File: config.mk
export PLATFORM = sky130hd
export DESIGN_NAME = uart_tx_fifo
export DESIGN_NICKNAME = d
export VERILOG_FILES = /design/src/rtl/uart_pkg.sv /design/src/rtl/uart_tx_fifo_sync_fifo.sv /design/src/rtl/uart_tx_fifo.sv
export SDC_FILE = /design/constraint.sdc
export NUM_CORES = 1
export LEC_CHECK = 0
export ABC_AREA = 1
export BUFFER_PORTS_ARGS = -buffer_cell sky130_fd_sc_hd__clkbuf_2
export CAP_MARGIN = 0
export CORE_MARGIN = 3
export CORE_UTILIZATION = 45
export CTS_BUF_LIST = sky130_fd_sc_hd__clkbuf_8
export CTS_CLUSTER_DIAMETER = 30
export CTS_CLUSTER_SIZE = 16
export DETAILED_ROUTE_END_ITERATION = 6
export SKIP_LAST_GASP = 1
export SYNTH_ARGS = -nofsm -noshare
export SYNTH_HDL_FRONTEND = slang
export SYNTH_SLANG_ARGS = --single-unit
File: constraint.sdc
create_clock -name clk -period 4.98 [get_ports clk]
set_clock_uncertainty 0.05 [all_clocks]
set_input_delay 1.245 -clock clk [delete_from_list [all_inputs] [get_ports clk]]
set_output_delay 1.245 -clock clk [all_outputs]
set_load 0.01 [all_outputs]
File: src/rtl/uart_pkg.sv
// Shared definitions for the buffered UART transmitter: state encoding,
// data width and idle line level.
package uart_pkg;

    localparam int   UART_DATA_W    = 8;
    localparam logic UART_LINE_IDLE = 1'b1;

    typedef enum logic [2:0] {
        ST_IDLE   = 3'd0,
        ST_START  = 3'd1,
        ST_DATA   = 3'd2,
        ST_PARITY = 3'd3,
        ST_STOP   = 3'd4
    } uart_state_e;

endpackage

File: src/rtl/uart_tx_fifo_sync_fifo.sv
// Synchronous FIFO with registered count; full/empty decode from the count.
// DEPTH must be a power of two so the pointers wrap by natural overflow.
module sync_fifo #(
    parameter int WIDTH = 8,
    parameter int DEPTH = 4
) (
    input  logic                       clk,
    input  logic                       rst_n,
    input  logic                       push,
    input  logic [WIDTH-1:0]           wr_data,
    input  logic                       pop,
    output logic [WIDTH-1:0]           rd_data,
    output logic                       full,
    output logic                       empty,
    output logic [$clog2(DEPTH):0]     count
);

    localparam int PTR_W = $clog2(DEPTH);
    localparam int CNT_W = PTR_W + 1;

    logic [WIDTH-1:0] mem_q [DEPTH];
    logic [PTR_W-1:0] wr_ptr_q, wr_ptr_d;
    logic [PTR_W-1:0] rd_ptr_q, rd_ptr_d;
    logic [CNT_W-1:0] count_q, count_d;
    logic             push_ok;
    logic             pop_ok;

    // A push while full is dropped even if a pop frees a slot on the same edge.
    assign push_ok = push && !full;
    assign pop_ok  = pop && !empty;

    always_comb begin
        wr_ptr_d = wr_ptr_q;
        rd_ptr_d = rd_ptr_q;
        count_d  = count_q;
        if (push_ok) begin
            wr_ptr_d = wr_ptr_q + 1'b1;
        end
        if (pop_ok) begin
            rd_ptr_d = rd_ptr_q + 1'b1;
        end
        case ({push_ok, pop_ok})
            2'b10:   count_d = count_q + 1'b1;
            2'b01:   count_d = count_q - 1'b1;
            default: count_d = count_q;
        endcase
    end

    always_ff @(posedge clk or negedge rst_n) begin
        if (!rst_n) begin
            wr_ptr_q <= '0;
            rd_ptr_q <= '0;
            count_q  <= '0;
        end else begin
            wr_ptr_q <= wr_ptr_d;
            rd_ptr_q <= rd_ptr_d;
            count_q  <= count_d;
        end
    end

    always_ff @(posedge clk) begin
        if (push_ok) begin
            mem_q[wr_ptr_q] <= wr_data;
        end
    end

    assign rd_data = mem_q[rd_ptr_q];
    assign full    = (count_q == CNT_W'(DEPTH));
    assign empty   = (count_q == '0);
    assign count   = count_q;

endmodule

File: src/rtl/uart_tx_fifo.sv
// Buffered UART transmitter: byte queue feeding an 8N1 serializer, LSB first.
// Define UART_TX_PARITY_EN to insert an even-parity bit (8E1 frames).
//
// state  | meaning
// IDLE   | line high, waiting for a queued byte
// START  | start bit (low)
// DATA   | data bits 0..7, LSB first
// PARITY | even parity of the byte (UART_TX_PARITY_EN only)
// STOP   | stop bit (high); pops the next byte directly into START
module uart_tx_fifo
    import uart_pkg::*;
#(
    parameter int CLKS_PER_BIT = 1,
    parameter int FIFO_DEPTH   = 4
) (
    input  logic                   clk,
    input  logic                   rst_n,
    input  logic [UART_DATA_W-1:0] data,
    input  logic                   write_en,
    output logic                   full,
    output logic                   rdy,
    output logic                   tx
);

    localparam int CNT_W  = (CLKS_PER_BIT > 1) ? $clog2(CLKS_PER_BIT) : 1;
    localparam int FCNT_W = $clog2(FIFO_DEPTH) + 1;
    localparam logic [CNT_W-1:0] CNT_MAX  = CNT_W'(CLKS_PER_BIT - 1);
    localparam logic [2:0]       LAST_BIT = 3'(UART_DATA_W - 1);

    uart_state_e            state_q, state_d;
    logic [CNT_W-1:0]       cnt_q, cnt_d;
    logic [2:0]             bit_q, bit_d;
    logic [UART_DATA_W-1:0] shift_q, shift_d;
    logic                   tx_q, tx_d;
    logic                   bit_end;
    logic                   pop;
    logic                   fifo_full;
    logic                   fifo_empty;
    logic [FCNT_W-1:0]      fifo_count;
    logic [UART_DATA_W-1:0] fifo_rd_data;
`ifdef UART_TX_PARITY_EN
    logic                   parity_q, parity_d;
`endif

    sync_fifo #(
        .WIDTH (UART_DATA_W),
        .DEPTH (FIFO_DEPTH)
    ) u_fifo (
        .clk     (clk),
        .rst_n   (rst_n),
        .push    (write_en),
        .wr_data (data),
        .pop     (pop),
        .rd_data (fifo_rd_data),
        .full    (fifo_full),
        .empty   (fifo_empty),
        .count   (fifo_count)
    );

    // With CLKS_PER_BIT=1 CNT_MAX is 0, so every state lasts exactly one cycle.
    assign bit_end = (cnt_q == CNT_MAX);

    always_ff @(posedge clk or negedge rst_n) begin
        if (!rst_n) begin
            state_q  <= ST_IDLE;
            cnt_q    <= '0;
            bit_q    <= '0;
            shift_q  <= '0;
            tx_q     <= UART_LINE_IDLE;
`ifdef UART_TX_PARITY_EN
            parity_q <= 1'b0;
`endif
        end else begin
            state_q  <= state_d;
            cnt_q    <= cnt_d;
            bit_q    <= bit_d;
            shift_q  <= shift_d;
            tx_q     <= tx_d;
`ifdef UART_TX_PARITY_EN
            parity_q <= parity_d;
`endif
        end
    end

    always_comb begin
        state_d  = state_q;
        cnt_d    = cnt_q;
        bit_d    = bit_q;
        shift_d  = shift_q;
        pop      = 1'b0;
`ifdef UART_TX_PARITY_EN
        parity_d = parity_q;
`endif
        case (state_q)
            ST_IDLE: begin
                if (!fifo_empty) begin
                    pop     = 1'b1;
                    shift_d = fifo_rd_data;
`ifdef UART_TX_PARITY_EN
                    parity_d = ^fifo_rd_data;
`endif
                    cnt_d   = '0;
                    state_d = ST_START;
                end
            end
            ST_START: begin
                if (bit_end) begin
                    cnt_d   = '0;
                    bit_d   = '0;
                    state_d = ST_DATA;
                end else begin
                    cnt_d = cnt_q + 1'b1;
                end
            end
            ST_DATA: begin
                if (bit_end) begin
                    cnt_d = '0;
                    if (bit_q == LAST_BIT) begin
`ifdef UART_TX_PARITY_EN
                        state_d = ST_PARITY;
`else
                        state_d = ST_STOP;
`endif
                    end else begin
                        bit_d   = bit_q + 3'd1;
                        shift_d = shift_q >> 1;
                    end
                end else begin
                    cnt_d = cnt_q + 1'b1;
                end
            end
`ifdef UART_TX_PARITY_EN
            ST_PARITY: begin
                if (bit_end) begin
                    cnt_d   = '0;
                    state_d = ST_STOP;
                end else begin
                    cnt_d = cnt_q + 1'b1;
                end
            end
`endif
            ST_STOP: begin
                if (bit_end) begin
                    cnt_d = '0;
                    // Chain straight into the next frame so queued bytes leave gap-free.
                    if (!fifo_empty) begin
                        pop     = 1'b1;
                        shift_d = fifo_rd_data;
`ifdef UART_TX_PARITY_EN
                        parity_d = ^fifo_rd_data;
`endif
                        state_d = ST_START;
                    end else begin
                        state_d = ST_IDLE;
                    end
                end else begin
                    cnt_d = cnt_q + 1'b1;
                end
            end
            default: begin
                cnt_d   = '0;
                state_d = ST_IDLE;
            end
        endcase
    end

    always_comb begin
        tx_d = UART_LINE_IDLE;
        rdy  = (state_q == ST_IDLE) && (fifo_count == '0);
        case (state_d)
            ST_START:  tx_d = 1'b0;
            ST_DATA:   tx_d = shift_d[0];
`ifdef UART_TX_PARITY_EN
            ST_PARITY: tx_d = parity_q;
`endif
            default:   tx_d = UART_LINE_IDLE;
        endcase
    end

    assign full = fifo_full;
    assign tx   = tx_q;

endmodule

==> reports/results.ini <==
[finish]
layout_commonest_cell = nand2_1
syn2layout_area_growth_pct = 9.45
drive_gt1_share_pct = 14.6
design_area_um2 = 2590
final_cell_mix = nand2_1, edfxtp_1, inv_1, dfrtp_1, nand3_1
nFillCells = 461
final_nets = 251
antennaDiodeCount = 0

[synthesis]
synth.area.top_cells = edfxtp_1, dfrtp_1, nand2_1
synth_cells = 216
yosysUniqueCellTypes = 33
synth_top_area_share_pct = 40.5
yosys_register_bits = 54
seq_area_frac_synth_pct = 63.8
synth_top_area_cell = edfxtp_1
yosys_warnings = 0
postSynthAreaPerCell_um2 = 11.0
syn_nets = 235
mappedNetlistArea_um2 = 2370

[global_routing]
grt_start_max_net_pins = 23
antenna_found_initial = 0
grt_pass1_vias = 1391
grt.overflow.total = 0
grt_first_pass_wirelength_um = 7000
grtUsageTotal_pct = 14.9

[timing]
maxSlewHeadroom_pct = 48.7
min_period_ns = 2.80
fmax_ghz = 0.357
setup_violations = 0
final-hold-violation-count = 0
rsz0062_at_grt = false
tightestPinTransition_ns = 0.766
fin_setup_tns_ns = 0
slew_viol_final = 0
finalCritPeriodShare_pct = 56.2

[routing]
firstDrtPassIters = 4
drc = 0
drtIter0Drc = 82
ant_nets = 0
post_drt_wl_per_cell_um = 13.5
vias = 1456
drt-total-wl_um = 4060
avgViaCountPerCell = 4.85

[setup_path]
cp_max_fo = 7
cpLargestDelayFamily = simple AND/OR/NAND/NOR gates
slowest_delay_ns = 0.40
cp-end-kind = output pin
worst-path-buf-inv = 1
crit_slowest_cell = dfrtp_1
critPathLaunch = u_fifo.count[1]
r2r-start = u_fifo.count[1]
cp_data_arrival_time_ns = 1.50
cp_cell_sequence = nor2_1 > nand2_1 > nor3_1 > clkbuf_2
cp.required_ns = 3.68
startpoint_type = flip-flop
crit_type = reg2out

[power]
pwr-share-clk_pct = 15.8
vdd_drop_max_v = 0.000302
p_seq_share_pct = 46.5
pwr-share-comb_pct = 37.7
powerDensity_nw_per_um2 = 604
p_leak_nw = 1.10
switching_share_pct = 40.2
p_int_mw = 0.937
p_sw_mw = 0.630

[clocking]
cts_buffers = 5
cts_resized = 0
hold_buffers = 0
htree_levels = 2
cts.clk_slew.worst_paths_ns = 0.10
post_cts_buffers = 0
clockBufferDepth = 2
cts.sinks = 54
clock_latency_ns = 0.30
root_buffer = clkbuf_8
cts_tree = done

[floorplanning]
fp.dieH_um = 78.6
initial_core_util_pct = 48.3
die_x_um = 78.6
rows = 25
fp.coreArea_um2 = 4910
dieArea_um2 = 6170
ios = 14

[status]
status = completed

[flow_run]
maxCapViolCount = 0

[placement]
dp.final_hpwl_um = 2820
numPortBuffers = 13
dpl_cell_area_um2 = 2500
gp_congestion = 0.734

[hold_path]
hp-start = bit_q[0]
min_path_type = reg2reg

[synthesized netlist by cell type]
| master | number |
|---|---|
| nand2_1 | 46 |
| nand2_4 | 1 |
| nand3_1 | 20 |
| mux2i_1 | 1 |
| a22oi_1 | 1 |
| or2_2 | 1 |
| nor3_4 | 1 |
| a21oi_1 | 5 |
| dfstp_2 | 1 |
| o21ai_2 | 1 |
| clkinv_2 | 1 |
| o21ai_1 | 1 |
| dfrtp_1 | 21 |
| inv_1 | 25 |
| nor2_1 | 14 |
| nand4_1 | 2 |
| buf_2 | 4 |
| xor2_1 | 3 |
| nand3_2 | 1 |
| o211ai_1 | 3 |
| or2_1 | 1 |
| nor2_4 | 1 |
| fa_1 | 1 |
| edfxtp_1 | 32 |
| nor3_1 | 1 |
| inv_2 | 2 |
| ha_1 | 7 |
| o22ai_1 | 1 |
| nand2_2 | 1 |
| xnor2_1 | 1 |
| nor2_2 | 1 |
| o31ai_4 | 1 |
| o21ai_0 | 13 |
[worst register-to-register path, delay by kind of cell, from the launching register on]
kind                       cells  cell delay [ns]
xor gates and xnor gates       1             0.15
buffers and inverters          1             0.06
AOI/OAI and AO/OA              2             0.25
adders and majority gates      2             0.57
DFF                            1             0.40
and+or+nand+nor                3             0.58
[final timing paths]
path | to | slack (ns) | depth (start not counted)
hold reg to reg | bit_q[0] | 0.44 | 1
max in group asynchronous | tx | 3.65 | 1
min in group asynchronous | state_q[2] | 0.85 | 1
setup reg to reg | u_fifo.count[2] | 2.80 | 9
hold / removal | bit_q[0] | 0.44 | 1
setup / recovery | rdy | 2.18 | 4
[cell families (layout without fill, tap and decap cells)]
family	Yosys count	after routing	synth area share, %
XOR/XNOR	4	4	1.48
AO/OA/AOI/OAI	26	26	6.81
flip-flops	54	54	63.8
AND/OR/NAND/NOR	91	91	17.6
multiplexers	1	1	0.422
buffers and inverters	32	49	5.33
adder cells (fa/ha/maj)	8	8	4.54
[power groups by stage]
stage | clock, mW | combinational [mW] | sequential [mW]
final | 0.247 | 0.590 | 0.730
after global routing | 0.276 | 0.684 | 0.748
after CTS | 0.257 | 0.604 | 0.732
after detailed placement | 0 | 0.600 | 0.741
after global placement | 0 | 0.591 | 0.738
after floorplan | 0 | 0.483 | 0.700
[layer usage]
layer / global-route usage (%) / routed length, um / vias to the layer above
li1: - / - / 750
met2: 23.3 / 1930 / 14
met5: 0 / 0 / -
met4: 4.72 / 14 / 0
met3: 3.90 / 105 / 2
met1: 20.2 / 2010 / 690
[final cells by class]
cell class	count	area [um^2]	area share (%)
Tap cell	67	83.8	3.23
Sequential cell	54	1510	58.3
Inverter	28	106	4.10
Multi-Input combinational cell	130	731	28.2
Timing Repair Buffer	13	65.1	2.51
Clock buffer	5	68.8	2.65
Clock inverter	3	26.3	1.01
[registers in the layout, summed over array words and instances (netlist names)]
name             count
bit_q                3
shift_q              8
state_q              3
tx                   1
u_fifo.count         3
u_fifo.mem_q        32
u_fifo.rd_ptr_q      2
u_fifo.wr_ptr_q      2
[stage by stage]
stage                     cells  setup slack, ns  power, mW  util, %  hold WS [ns]
after floorplan             216             2.42       1.18        -         0.398
after global placement      292             2.24       1.33     50.9         0.418
after detailed placement    292             2.23       1.34     50.9         0.432
after CTS                   300             2.15       1.59     52.8         0.446
after global routing        300             2.03       1.71     52.8         0.468
final                       300             2.18       1.57     52.8         0.437
(Power assumes the default switching activity.)
